<file path="src/rtl/mem_copy_engine.sv">
// mem_copy_engine
//   Word-by-word memory copy engine. After a start request it reads
//   `length` words from src_addr upward and writes them to dst_addr upward.
//   Each word takes one RD cycle and then one WR cycle. At the end, or
//   after an abort, it pulses done for one cycle.
//
// Ports
//   clk, reset        : clock (rising edge) and asynchronous active-high reset
//   start, abort      : copy request (IDLE only) and synchronous cancel
//   src_addr, dst_addr: first source / destination word address
//   length            : number of words to copy (0 is legal)
//   busy, done        : in RD/WR state; one-cycle completion pulse
//   words_done        : words written in the current or last copy
//   mem_add, mem_wdata, mem_rdata, mem_read, mem_write : data memory port
module mem_copy_engine #(
    parameter int unsigned LEN_W = 10
) (
    input  logic             clk,
    input  logic             reset,
    input  logic             start,
    input  logic             abort,
    input  logic [31:0]      src_addr,
    input  logic [31:0]      dst_addr,
    input  logic [LEN_W-1:0] length,
    output logic             busy,
    output logic             done,
    output logic [LEN_W-1:0] words_done,
    output logic [31:0]      mem_add,
    output logic [31:0]      mem_wdata,
    input  logic [31:0]      mem_rdata,
    output logic             mem_read,
    output logic             mem_write
);

    typedef enum logic [1:0] {IDLE, RD, WR, DONE} state_t;

    localparam logic [LEN_W-1:0] ONE = LEN_W'(1);

    state_t           state;
    logic [31:0]      src_q;
    logic [31:0]      dst_q;
    logic [LEN_W-1:0] len_q;
    logic [LEN_W-1:0] cnt_inc;

    assign cnt_inc = words_done + ONE;

    // All outputs are registered. Each transition loads the values that
    // belong to the state being entered. mem_wdata doubles as the read
    // buffer: it captures mem_rdata at the end of RD and is driven out in WR.
    always_ff @(posedge clk or posedge reset) begin
        if (reset) begin
            state      <= IDLE;
            src_q      <= '0;
            dst_q      <= '0;
            len_q      <= '0;
            words_done <= '0;
            busy       <= 1'b0;
            done       <= 1'b0;
            mem_add    <= '0;
            mem_wdata  <= '0;
            mem_read   <= 1'b0;
            mem_write  <= 1'b0;
        end else begin
            case (state)
                IDLE: begin
                    if (start) begin
                        src_q      <= src_addr;
                        dst_q      <= dst_addr;
                        len_q      <= length;
                        words_done <= '0;
                        if (length != '0) begin
                            state    <= RD;
                            busy     <= 1'b1;
                            mem_read <= 1'b1;
                            mem_add  <= src_addr;
                        end else begin
                            state <= DONE;
                            done  <= 1'b1;
                        end
                    end
                end
                RD: begin
                    mem_read <= 1'b0;
                    if (abort) begin
                        state     <= DONE;
                        busy      <= 1'b0;
                        done      <= 1'b1;
                        mem_add   <= '0;
                        mem_wdata <= '0;
                    end else begin
                        state     <= WR;
                        mem_write <= 1'b1;
                        mem_add   <= dst_q + 32'(words_done);
                        mem_wdata <= mem_rdata;
                    end
                end
                WR: begin
                    // The write presented this cycle always completes and
                    // counts, even when abort is high.
                    words_done <= cnt_inc;
                    mem_write  <= 1'b0;
                    mem_wdata  <= '0;
                    if (abort || cnt_inc == len_q) begin
                        state   <= DONE;
                        busy    <= 1'b0;
                        done    <= 1'b1;
                        mem_add <= '0;
                    end else begin
                        state    <= RD;
                        mem_read <= 1'b1;
                        mem_add  <= src_q + 32'(cnt_inc);
                    end
                end
                DONE: begin
                    state <= IDLE;
                    done  <= 1'b0;
                end
                default: state <= IDLE;
            endcase
        end
    end

endmodule
</file>
<file path="config.mk">
export PLATFORM = sky130hd
export DESIGN_NAME = mem_copy_engine
export DESIGN_NICKNAME = d
export VERILOG_FILES = /design/src/rtl/mem_copy_engine.sv
export SDC_FILE = /design/constraint.sdc
export NUM_CORES = 1
export LEC_CHECK = 0
export CORE_MARGIN = 2
export CORE_UTILIZATION = 28
export CTS_BUF_LIST = sky130_fd_sc_hd__clkbuf_16
export CTS_CLUSTER_DIAMETER = 100
export DETAILED_ROUTE_END_ITERATION = 8
export SYNTH_ARGS = -nofsm -noshare
export SYNTH_HDL_FRONTEND = slang
export SYNTH_SLANG_ARGS = --single-unit
</file>
<file path="constraint.sdc">
create_clock -name clk -period 6.5 [get_ports clk]
set_input_delay 1.3 -clock clk [delete_from_list [all_inputs] [get_ports clk]]
set_output_delay 1.3 -clock clk [all_outputs]
set_load 0.01 [all_outputs]
</file>
## Yosys cells after proc, flatten, opt, wreduce, memory -nomap -nowiden

Cells that the tools add are included.

| cells by class | value |
|---|---|
| muxes and demuxes | 28 |
| reduce and logical (&&, ||, !) cells | 13 |
| $add $sub $neg | 3 |
| eq/ne operators | 11 |

Operators by type and width:

| kind | number |
|---|---|
| 32-bit 2-to-1 mux | 5 |
| 32-bit case mux with 3 select lines | 1 |
| 32-bit by 10-bit adder with 32-bit output | 2 |
| 32-bit case mux with 2 select lines | 1 |
| 10-bit case mux with 2 select lines | 1 |
| 2-bit inequality test (second input constant) | 7 |
| 1-bit 2-to-1 mux | 11 |
| 10-bit by 1-bit adder with 10-bit output (second input constant) | 1 |
| 10-bit equality test | 1 |
| 10-bit 2-to-1 mux | 1 |
| 10-bit nonzero test | 1 |
| 2-bit case mux with 4 select lines | 1 |
| 4-bit AND reduction | 2 |
| 2-bit 2-to-1 mux | 3 |
| 1-bit case mux with 3 select lines | 2 |
| 2-bit AND reduction | 3 |
| 5-bit AND reduction | 1 |
| 2-bit equality test (second input constant) | 2 |
| 1-bit case mux with 4 select lines | 1 |
| 2-bit nonzero test | 2 |
| 3-bit AND reduction | 1 |
| 3-bit nonzero test | 1 |
| 2-bit by 1-bit equality test with 1-bit output (second input constant) | 1 |
| 2-bit logical NOT | 1 |
| 2 further kinds | 2 |

| storage, ports and cells | value |
|---|---|
| bits in registers | 154 |
| word-level logic and storage cells | 66 |
| output and inout bits | 78 |
| bits of input ports | 110 |

## Logic depth before layout (Yosys ltp)

Gate-level depths: netlist (run 1).

| logic depth | value |
|---|---|
| word-level depth | 5 |
| mapped depth | 13 |
| mapped depth without buffers | 12 |

## Worst setup path after synthesis (run 1)

No wires, ideal clock.

| path | value |
|---|---|
| path type | register -> register |
| start point | register words_done[1] |
| end point | register mem_add[23] |
| cell stages (with the launch flop) | 13 |
| buffers on the path | 0 |
| data required time | 6.363 ns |
| path slack | 3.290 ns |
| arrival | 3.073 ns |
| period minus slack after synthesis | 3.210 ns |
| library setup time | 0.137 ns |
| cell sequence | dfrtp_1 ha_1 and3_2 nor2b_1 xor2_1 ha_1 a21o_1 and2_1 o21ai_1 a21oi_1 xnor2_1 a2111oi_0 nor3_1 |

| between the ends | value |
|---|---|
| word-level cells in the longest chain between the ends | 5 |
| elaborated cells between the ends (all ways) | 8 |
| those cells by class | add/sub: 3; eq/ne: 1; mux: 3; reduce/logical: 1 |

Ends and longest elaborated chain:

| what | line | source |
|---|---|---|
| from (decl) | 27 | `output logic [LEN_W-1:0] words_done,` |
| from (signal assigned) | 100 | `words_done <= cnt_inc;` |
| parallel branches: the longest is 4 deep, another holds 32-bit by 10-bit adder with 32-bit output | - |  |
| 32-bit case mux with 3 select lines (*) | 64 | `case (state)` |
| to (signal assigned) | 75 | `mem_add <= src_addr;` |
| to (signal assigned) | 93 | `mem_add <= dst_q + 32'(words_done);` |
| to (signal assigned) | 111 | `mem_add <= src_q + 32'(cnt_inc);` |
| to (decl) | 28 | `output logic [31:0] mem_add,` |

Mark *: on every way between the ends.
A chain may end at the register's enable or synchronous reset.

## Worst setup path in the final report (run 1)

| path | value |
|---|---|
| start point | input start |
| end point | register mem_add[23] |

| between the ends | value |
|---|---|
| word-level cells in the longest chain between the ends | 2 |

Ends and longest elaborated chain:

| what | line | source |
|---|---|---|
| from (decl) | 20 | `input logic start,` |
| 2-bit inequality test (no line) | - |  |
| 3-bit AND reduction (no line) | - |  |

Every way passes these cells.

==> metrics.md, run 1 <==
| Metric | Value |
|---|---|
| Outcome | `completed` |
| Hpwl dp | `between 15000 and 20000 µm` |
| Critical Path Source Type | `primary input` |
| Initial Util | `around 29%` |
| Die width | `184 µm` |
| Post-cts resize count | `0` |
| Mapped Nets | `roughly 1100` |
| Core area | `approximately 32000 µm²` |
| Die height | `184 µm` |
| Hold_ws | `around 0.52 ns` |
| Final Hold Viols | `0` |
| IR drop worst, VDD | `between 0.0002 and 0.0003 V` |
| Num CTS Buffers | `17` |
| Final Routed Wirelength | `between 20000 and 30000 µm` |
| Worst endpoint required time | `around 6.8 ns` |
| Synth Register Bits | `between 150 and 200` |
| Reg clk slew, reported paths | `about 0.070 ns` |
| Port bufs | `approximately 190` |
| Post-route DRC | `0` |
| GR Overflow Total | `0` |
| First-pass GRT wire length | `around 44000 µm` |
| Post-synth EDFFs | `0` |
| Synthesized cell area | `9030 µm²` |
| CP Data Arrival Time | `around 4.5 ns` |
| Largest net degree at the start of global routing | `75` |
| Detail Route Antenna Nets | `0` |
| CTS max path bufs | `2` |
| CTS Hold Bufs | `0` |
| Reg power frac | `about a third` |
| Syn Area/Cell | `9.85 µm²` |
| Sw frac | `a little over two fifths` |
| Placed inst area | `approximately 11000 µm²` |
| Unrepaired setup endpoints after global routing | `false` |
| Combinational share of power | `49.9%` |
| Worst slew pin tran | `1.22 ns` |
| Vias in the first global route | `around 7800` |
| Max Clock Skew | `around 0.012 ns` |
| Internal Power | `approximately 0.0033 W` |
| Area delta synth->final | `30.5%` |
| I/O pin total | `roughly 190` |
| Final period util | `approximately 64%` |
| DR iter-0 viols | `~350` |
| Pins Over Slew Limit | `0` |
| Hold WC Path Type | `reg -> reg` |
| Total negative slack | `0 ns` |
| Drt wl/cell | `18.4 µm` |
| Fmax | `0.240 GHz` |
| CP max FO | `33` |
| Tmin final | `around 4.2 ns` |
| Final Cell Area | `around 12000 µm²` |
| Dpl cells | `about 1500` |
| Static Leakage | `4.80 nW` |
| Via/cell ratio | `a little over 5` |
| Clock share of power | `between 15 and 20%` |
| CP endpoint kind | `register` |
| Initial antenna violation count | `3` |
| P per Cell Area | `roughly 480 nW/µm²` |
| Max_cap viols | `0` |
| Routed vias | `around 7600` |
| DRT Pass-1 Iters | `6` |
| Layout Nets | `around 1200` |
| Clock root cell | `clkbuf_16` |
| Post-synthesis async set-or-reset flop share | `100%` |
| Crit Path Class | `in -> reg` |
| Netlist cell types | `between 60 and 70` |
| Worst hold start | `dst_q[0]$_DFFE_PP0P_` |
| Total track usage | `around 17%` |
| Worst skew pair latency | `approximately 0.43 ns` |
| Die area | `around 34000 µm²` |
| Htree depth | `4` |
| # setup viols final | `0` |
| Post-Synthesis Cells | `between 900 and 1000` |
| Post-Layout Cell Count | `1500` |
| Clk sinks | `around 150` |
| Sequential area share after synthesis | `between 40 and 50%` |
| Routability Congestion | `between 0.8 and 0.9` |
| CTS tree | `built` |
| Fraction of layout cells with a size suffix above 1 | `13.1%` |
| Sw Pwr | `between 0.002 and 0.0025 W` |
| Top FF cell, synth | `dfrtp_1` |
| Warnings from Yosys | `0` |
| Worst rel slew slack | `between 10% and 20%` |
| Hold depth | `1` |
| Start point of the critical path | `start` |
| R2R depth | `12` |
| RR Startpoint | `words_done[0]$_DFFE_PP0P_` |
| Post-CTS Setup Repair Bufs | `0` |
| Row count | `65` |
layer usage:
metal / up-vias / share of wire [%] / track usage [%]
met5: - / 0.058 / 0
met4: 2 / 2.5 / 6.40
met3: 49 / 7.2 / 5.27
met2: 238 / 46 / 26.1
met1: 3661 / 45 / 21.9
li1: 3603 / - / -
per-stage QoR:
stage          util, %  setup WS [ns]  total power [W]
5_1_grt           37.3           2.14          0.00605
4_1_cts           37.3           2.35          0.00568
3_3_place_gp      35.5           1.97          0.00461
2_1_floorplan        -           1.05          0.00362
3_5_place_dp      35.5           1.90          0.00466
6_report          37.3           2.34          0.00562
cells in the mapped netlist (all sizes together) (2+ instances only):
cell type	count	area (µm²)
dfrtp	154	3850
nand2	82	310
o21ai	79	395
mux2	75	845
inv	58	218
nor3	56	327
nor2	47	176
xnor2	38	333
a21oi	37	185
ha	29	363
clkbuf	27	105
xor2	23	201
a221oi	21	228
buf	18	159
o211ai	16	120
nand3	14	75.1
or3	12	75.1
nor4	11	68.8
a31oi	9	56.3
mux2i	9	90.1
nand4	9	71.3
nor2b	9	56.3
and2	8	50.1
and3	8	51.3
a21boi	6	45.1
and4	6	52.6
a211oi	5	55.1
a311oi	5	43.8
a21o	4	30.0
nor3b	4	35.0
dlygate4sd1	3	26.3
nand2b	3	18.8
o211a	3	30.0
o21a	3	22.5
o31a	3	26.3
or2	3	18.8
a2111oi	2	17.5
a211o	2	17.5
fa	2	40.0
o31ai	2	15.0
or4	2	15.0
path summary, 6_finish.rpt:
path / to / slack [ns]
worst max-delay path: mem_add[23]$_DFFE_PP0P_ / 2.34
worst min-delay path: dst_q[0]$_DFFE_PP0P_ / 0.52
worst max register to register: mem_add[23]$_DFFE_PP0P_ / 2.40
worst min register to register: dst_q[0]$_DFFE_PP0P_ / 0.52
max in group asynchronous: mem_add[10]$_DFFE_PP0P_ / 4.09
min in group asynchronous: mem_wdata[30]$_DFFE_PP0N_ / 1.26
kinds of logic (layout without fill, tap and decap cells):
family | after synthesis | in the layout | synth area share [%]
adders and majority gates | 31 | 31 | 4.46
buffers and inverters | 106 | 286 | 5.62
other | 0 | 1 | 0
muxes | 84 | 84 | 10.3
DFF | 154 | 154 | 42.7
and+or+nand+nor | 277 | 277 | 15.8
xor gates and xnor gates | 62 | 62 | 6.16
AOI/OAI and AO/OA | 203 | 203 | 14.9
worst max-delay path: stages:
cell             delay, ns
clkdlybuf4s50_1       0.60
inv_1                 0.10
a31oi_1               0.38
mux2_2                0.78
nand2_2               0.63
a2111oi_0             0.54
nor3_1                0.11
power by group through the flow:
stage / clock network (W) / logic [W] / registers (W)
final: 0.000984 / 0.00280 / 0.00183
after detailed placement: 0 / 0.00281 / 0.00184
after CTS: 0.00102 / 0.00283 / 0.00183
after global routing: 0.00105 / 0.00311 / 0.00189
after global placement: 0 / 0.00278 / 0.00184
after floorplan: 0 / 0.00184 / 0.00178
layout by cell type, fill, tap and decap left out, drive strengths merged, types with 5 or more instances in the layout:
| cell type | count |
|---|---|
| clkdlybuf4s50 | 187 |
| a211oi | 5 |
| a21boi | 6 |
| o211ai | 16 |
| o21ai | 79 |
| clkbuf | 17 |
| nor4 | 11 |
| and4 | 6 |
| ha | 29 |
| nor2 | 47 |
| nor3 | 56 |
| inv | 64 |
| or3 | 12 |
| mux2 | 75 |
| nand4 | 9 |
| nor2b | 9 |
| dfrtp | 154 |
| nand3 | 14 |
| xnor2 | 38 |
| a311oi | 5 |
| nand2 | 82 |
| and3 | 8 |
| mux2i | 9 |
| clkinv | 5 |
| and2 | 8 |
| a31oi | 9 |
| buf | 9 |
| xor2 | 23 |
| a221oi | 21 |
| a21oi | 37 |
layout make-up:
cell class	instances	area (µm²)
multi-input cells	657	4710
flip-flops and latches	154	3850
clock buffers	17	425
clock inverters	15	134
inverters	58	223
well taps	402	503
repair buffers	196	1940
fillers	3124	19800
diodes	1	2.50
registers in the layout (all words and copies together) (netlist names):
signal / flops
mem_write: 1
done: 1
words_done: 10
mem_wdata: 32
mem_add: 32
dst_q: 32
state: 2
len_q: 10
mem_read: 1
busy: 1
src_q: 32
No activity file was read; power rests on OpenSTA's default activity.
==> inputs of run 2 (changes only) <==
==> constraint.sdc (replaced) <==
create_clock -name clk -period 3.8 [get_ports clk]
set_input_delay 0.76 -clock clk [delete_from_list [all_inputs] [get_ports clk]]
set_output_delay 0.76 -clock clk [all_outputs]
set_load 0.01 [all_outputs]
==> metrics.md, run 2 (synthesis results as in run 1) <==
| Metric | Value |
|---|---|
| RR Startpoint | `words_done[2]$_DFFE_PP0P_` |
| I/O pin total | `188` |
| Hold Crit Endpoint | `mem_add[30]$_DFFE_PP0P_` |
| Die width | `184 µm` |
| DRT Pass-1 Iters | `5` |
| Post-route setup slack | `about 0.28 ns` |
| Hpwl dp | `around 20000 µm` |
| Total negative slack | `0 ns` |
| Worst rel slew slack | `between 30% and 40%` |
| R2r endpoint | `mem_add[29]$_DFFE_PP0P_` |
| Worst slew pin tran | `0.986 ns` |
| Outcome | `completed` |
| CTS tree | `built` |
| Clk sinks | `approximately 150` |
| Reg clk slew, reported paths | `0.07 ns` |
| Layout Nets | `around 1200` |
| Vias in the first global route | `7635` |
| P per Cell Area | `approximately 800 nW/µm²` |
| Num CTS Buffers | `17` |
| Via/cell ratio | `between 4 and 5` |
| Hold depth | `2` |
| Htree depth | `4` |
| Max Clock Skew | `0.0112 ns` |
| Die height | `about 180 µm` |
| Worst skew pair latency | `about 0.43 ns` |
| # setup viols final | `0` |
| Initial Util | `about 29%` |
| Pins Over Slew Limit | `0` |
| Fraction of layout cells with a size suffix above 1 | `about 15%` |
| R2R depth | `10` |
| CP endpoint kind | `register` |
| CTS max path bufs | `2` |
| Routed vias | `approximately 7500` |
| Tmin final | `roughly 3.5 ns` |
| Final period util | `around 90%` |
| Most frequent cells in the layout | `clkdlybuf4s50_1 (187), dfrtp_1 (154), nand2_1 (80)` |
| Drt wl/cell | `18.2 µm` |
| Crit Path Class | `reg -> reg` |
| DR iter-0 viols | `around 420` |
| First-pass GRT wire length | `between 40000 and 50000 µm` |
| CP Data Arrival Time | `just under 4 ns` |
| Row count | `65` |
| GR Overflow Total | `0` |
| Most common cell after layout, fill and taps aside | `clkdlybuf4s50_1` |
| Largest net degree at the start of global routing | `between 150 and 200` |
| Clock root cell | `clkbuf_16` |
| IR drop worst, VDD | `roughly 0.00043 V` |
| Final Hold Viols | `0` |
| Routability Congestion | `slightly below 0.9` |
| Worst endpoint required time | `4.17 ns` |
| Core area | `between 30000 and 40000 µm²` |
| Post-route DRC | `0` |
| Unrepaired setup endpoints after global routing | `false` |
| Area delta synth->final | `32.0%` |
| Die area | `around 34000 µm²` |
| Initial antenna violation count | `4` |
| CTS Hold Bufs | `0` |
| Post-Place Setup Slack | `0.179 ns` |
| Fmax | `approximately 0.28 GHz` |
| Detail Route Antenna Nets | `0` |
| Total track usage | `approximately 17%` |
| Port bufs | `approximately 190` |
| Final Routed Wirelength | `27500 µm` |
| Max_cap viols | `0` |
| Static Leakage | `about 4.9 nW` |
| Critical Path Source Type | `register` |
| CP max FO | `12` |
| Worst reg-to-reg setup slack | `between 0.2 and 0.3 ns` |
| Worst hold start | `mem_add[30]$_DFFE_PP0P_` |
| Fill count | `3129` |
| Hold WC Path Type | `reg -> reg` |
-- run 2: routing by layer --
layer | vias up | wire (µm) | global-route usage, %
met3 | 40 | 2120 | 5.76
met2 | 220 | 12400 | 25.9
met4 | 4 | 657 | 5.63
met5 | - | 24 | 0
li1 | 3642 | - | -
met1 | 3601 | 12300 | 22.0
-- run 2: layout make-up --
class                           instances  area, µm²  area share [%]
Inverter                               58        221            1.86
Antenna cell                            1       2.50          0.0210
Tap cell                              402        503            4.22
Clock inverter                         15        140            1.18
Timing Repair Buffer                  210       2080            17.5
Sequential cell                       154       3850            32.3
Multi-Input combinational cell        657       4700            39.4
Clock buffer                           17        425            3.57
-- run 2: how the worst max path moves through the flow --
| stage | start | end | slack (ns) | cells after the start |
|---|---|---|---|---|
| floorplan | words_done[1]$_DFFE_PP0P_ | mem_add[23]$_DFFE_PP0P_ | 0.59 | 12 |
| global placement | words_done[0]$_DFFE_PP0P_ | mem_add[23]$_DFFE_PP0P_ | 0.17 | 12 |
| detailed placement | words_done[1]$_DFFE_PP0P_ | mem_add[23]$_DFFE_PP0P_ | 0.18 | 12 |
| CTS | words_done[1]$_DFFE_PP0P_ | mem_add[23]$_DFFE_PP0P_ | 0.13 | 12 |
| global route | words_done[0]$_DFFE_PP0P_ | mem_add[23]$_DFFE_PP0P_ | 0.02 | 11 |
| finish | words_done[2]$_DFFE_PP0P_ | mem_add[29]$_DFFE_PP0P_ | 0.28 | 10 |
-- run 2: timing repair --
action	4_1_cts	5_1_grt
gates resized for setup	0	1
setup buffers	0	0
hold endpoints to repair	0	0
endpoints found under the setup margin	0	2
-- run 2: power by group --
part | leakage, nW | switching (W) | internal (W)
Sequential | 1.87 | 0.000709 | 0.00242
Clock | 0.270 | 0.000773 | 0.000911
Combinational | 2.73 | 0.00262 | 0.00233
-- run 2: metrics by stage --
step | std cells | hold WS, ns | total power [W] | util (%) | area (µm²)
after floorplan | 917 | 0.479 | 0.00619 | - | 9040
after global placement | 1481 | 0.496 | 0.00808 | 35.9 | 11400
after detailed placement | 1481 | 0.500 | 0.00814 | 35.9 | 11400
after CTS | 1513 | 0.517 | 0.00988 | 37.7 | 11900
after global routing | 1513 | 0.538 | 0.0105 | 37.7 | 11900
final | 1514 | 0.504 | 0.00975 | 37.7 | 11900
-- run 2: worst max-delay path, stage by stage, from the launching register on --
cell	delay (ns)
dfrtp_1	0.59
nand3_2	0.28
xnor2_1	0.24
ha_1	0.38
o211ai_1	0.12
o211ai_1	0.34
nand4_1	0.48
a2111oi_0	0.63
xor2_1	0.18
nand2_1	0.06
a21oi_1	0.15
==> inputs of run 3 (changes only) <==
--- a/config.mk
+++ b/config.mk
@@ -9,6 +9,7 @@
 export CORE_UTILIZATION = 28
 export CTS_BUF_LIST = sky130_fd_sc_hd__clkbuf_16
 export CTS_CLUSTER_DIAMETER = 100
+export CTS_CLUSTER_SIZE = 12
 export DETAILED_ROUTE_END_ITERATION = 8
 export SYNTH_ARGS = -nofsm -noshare
 export SYNTH_HDL_FRONTEND = slang
==> results of run 3 <==
The final DEF is identical to that of run 2; final timing and power are the same.
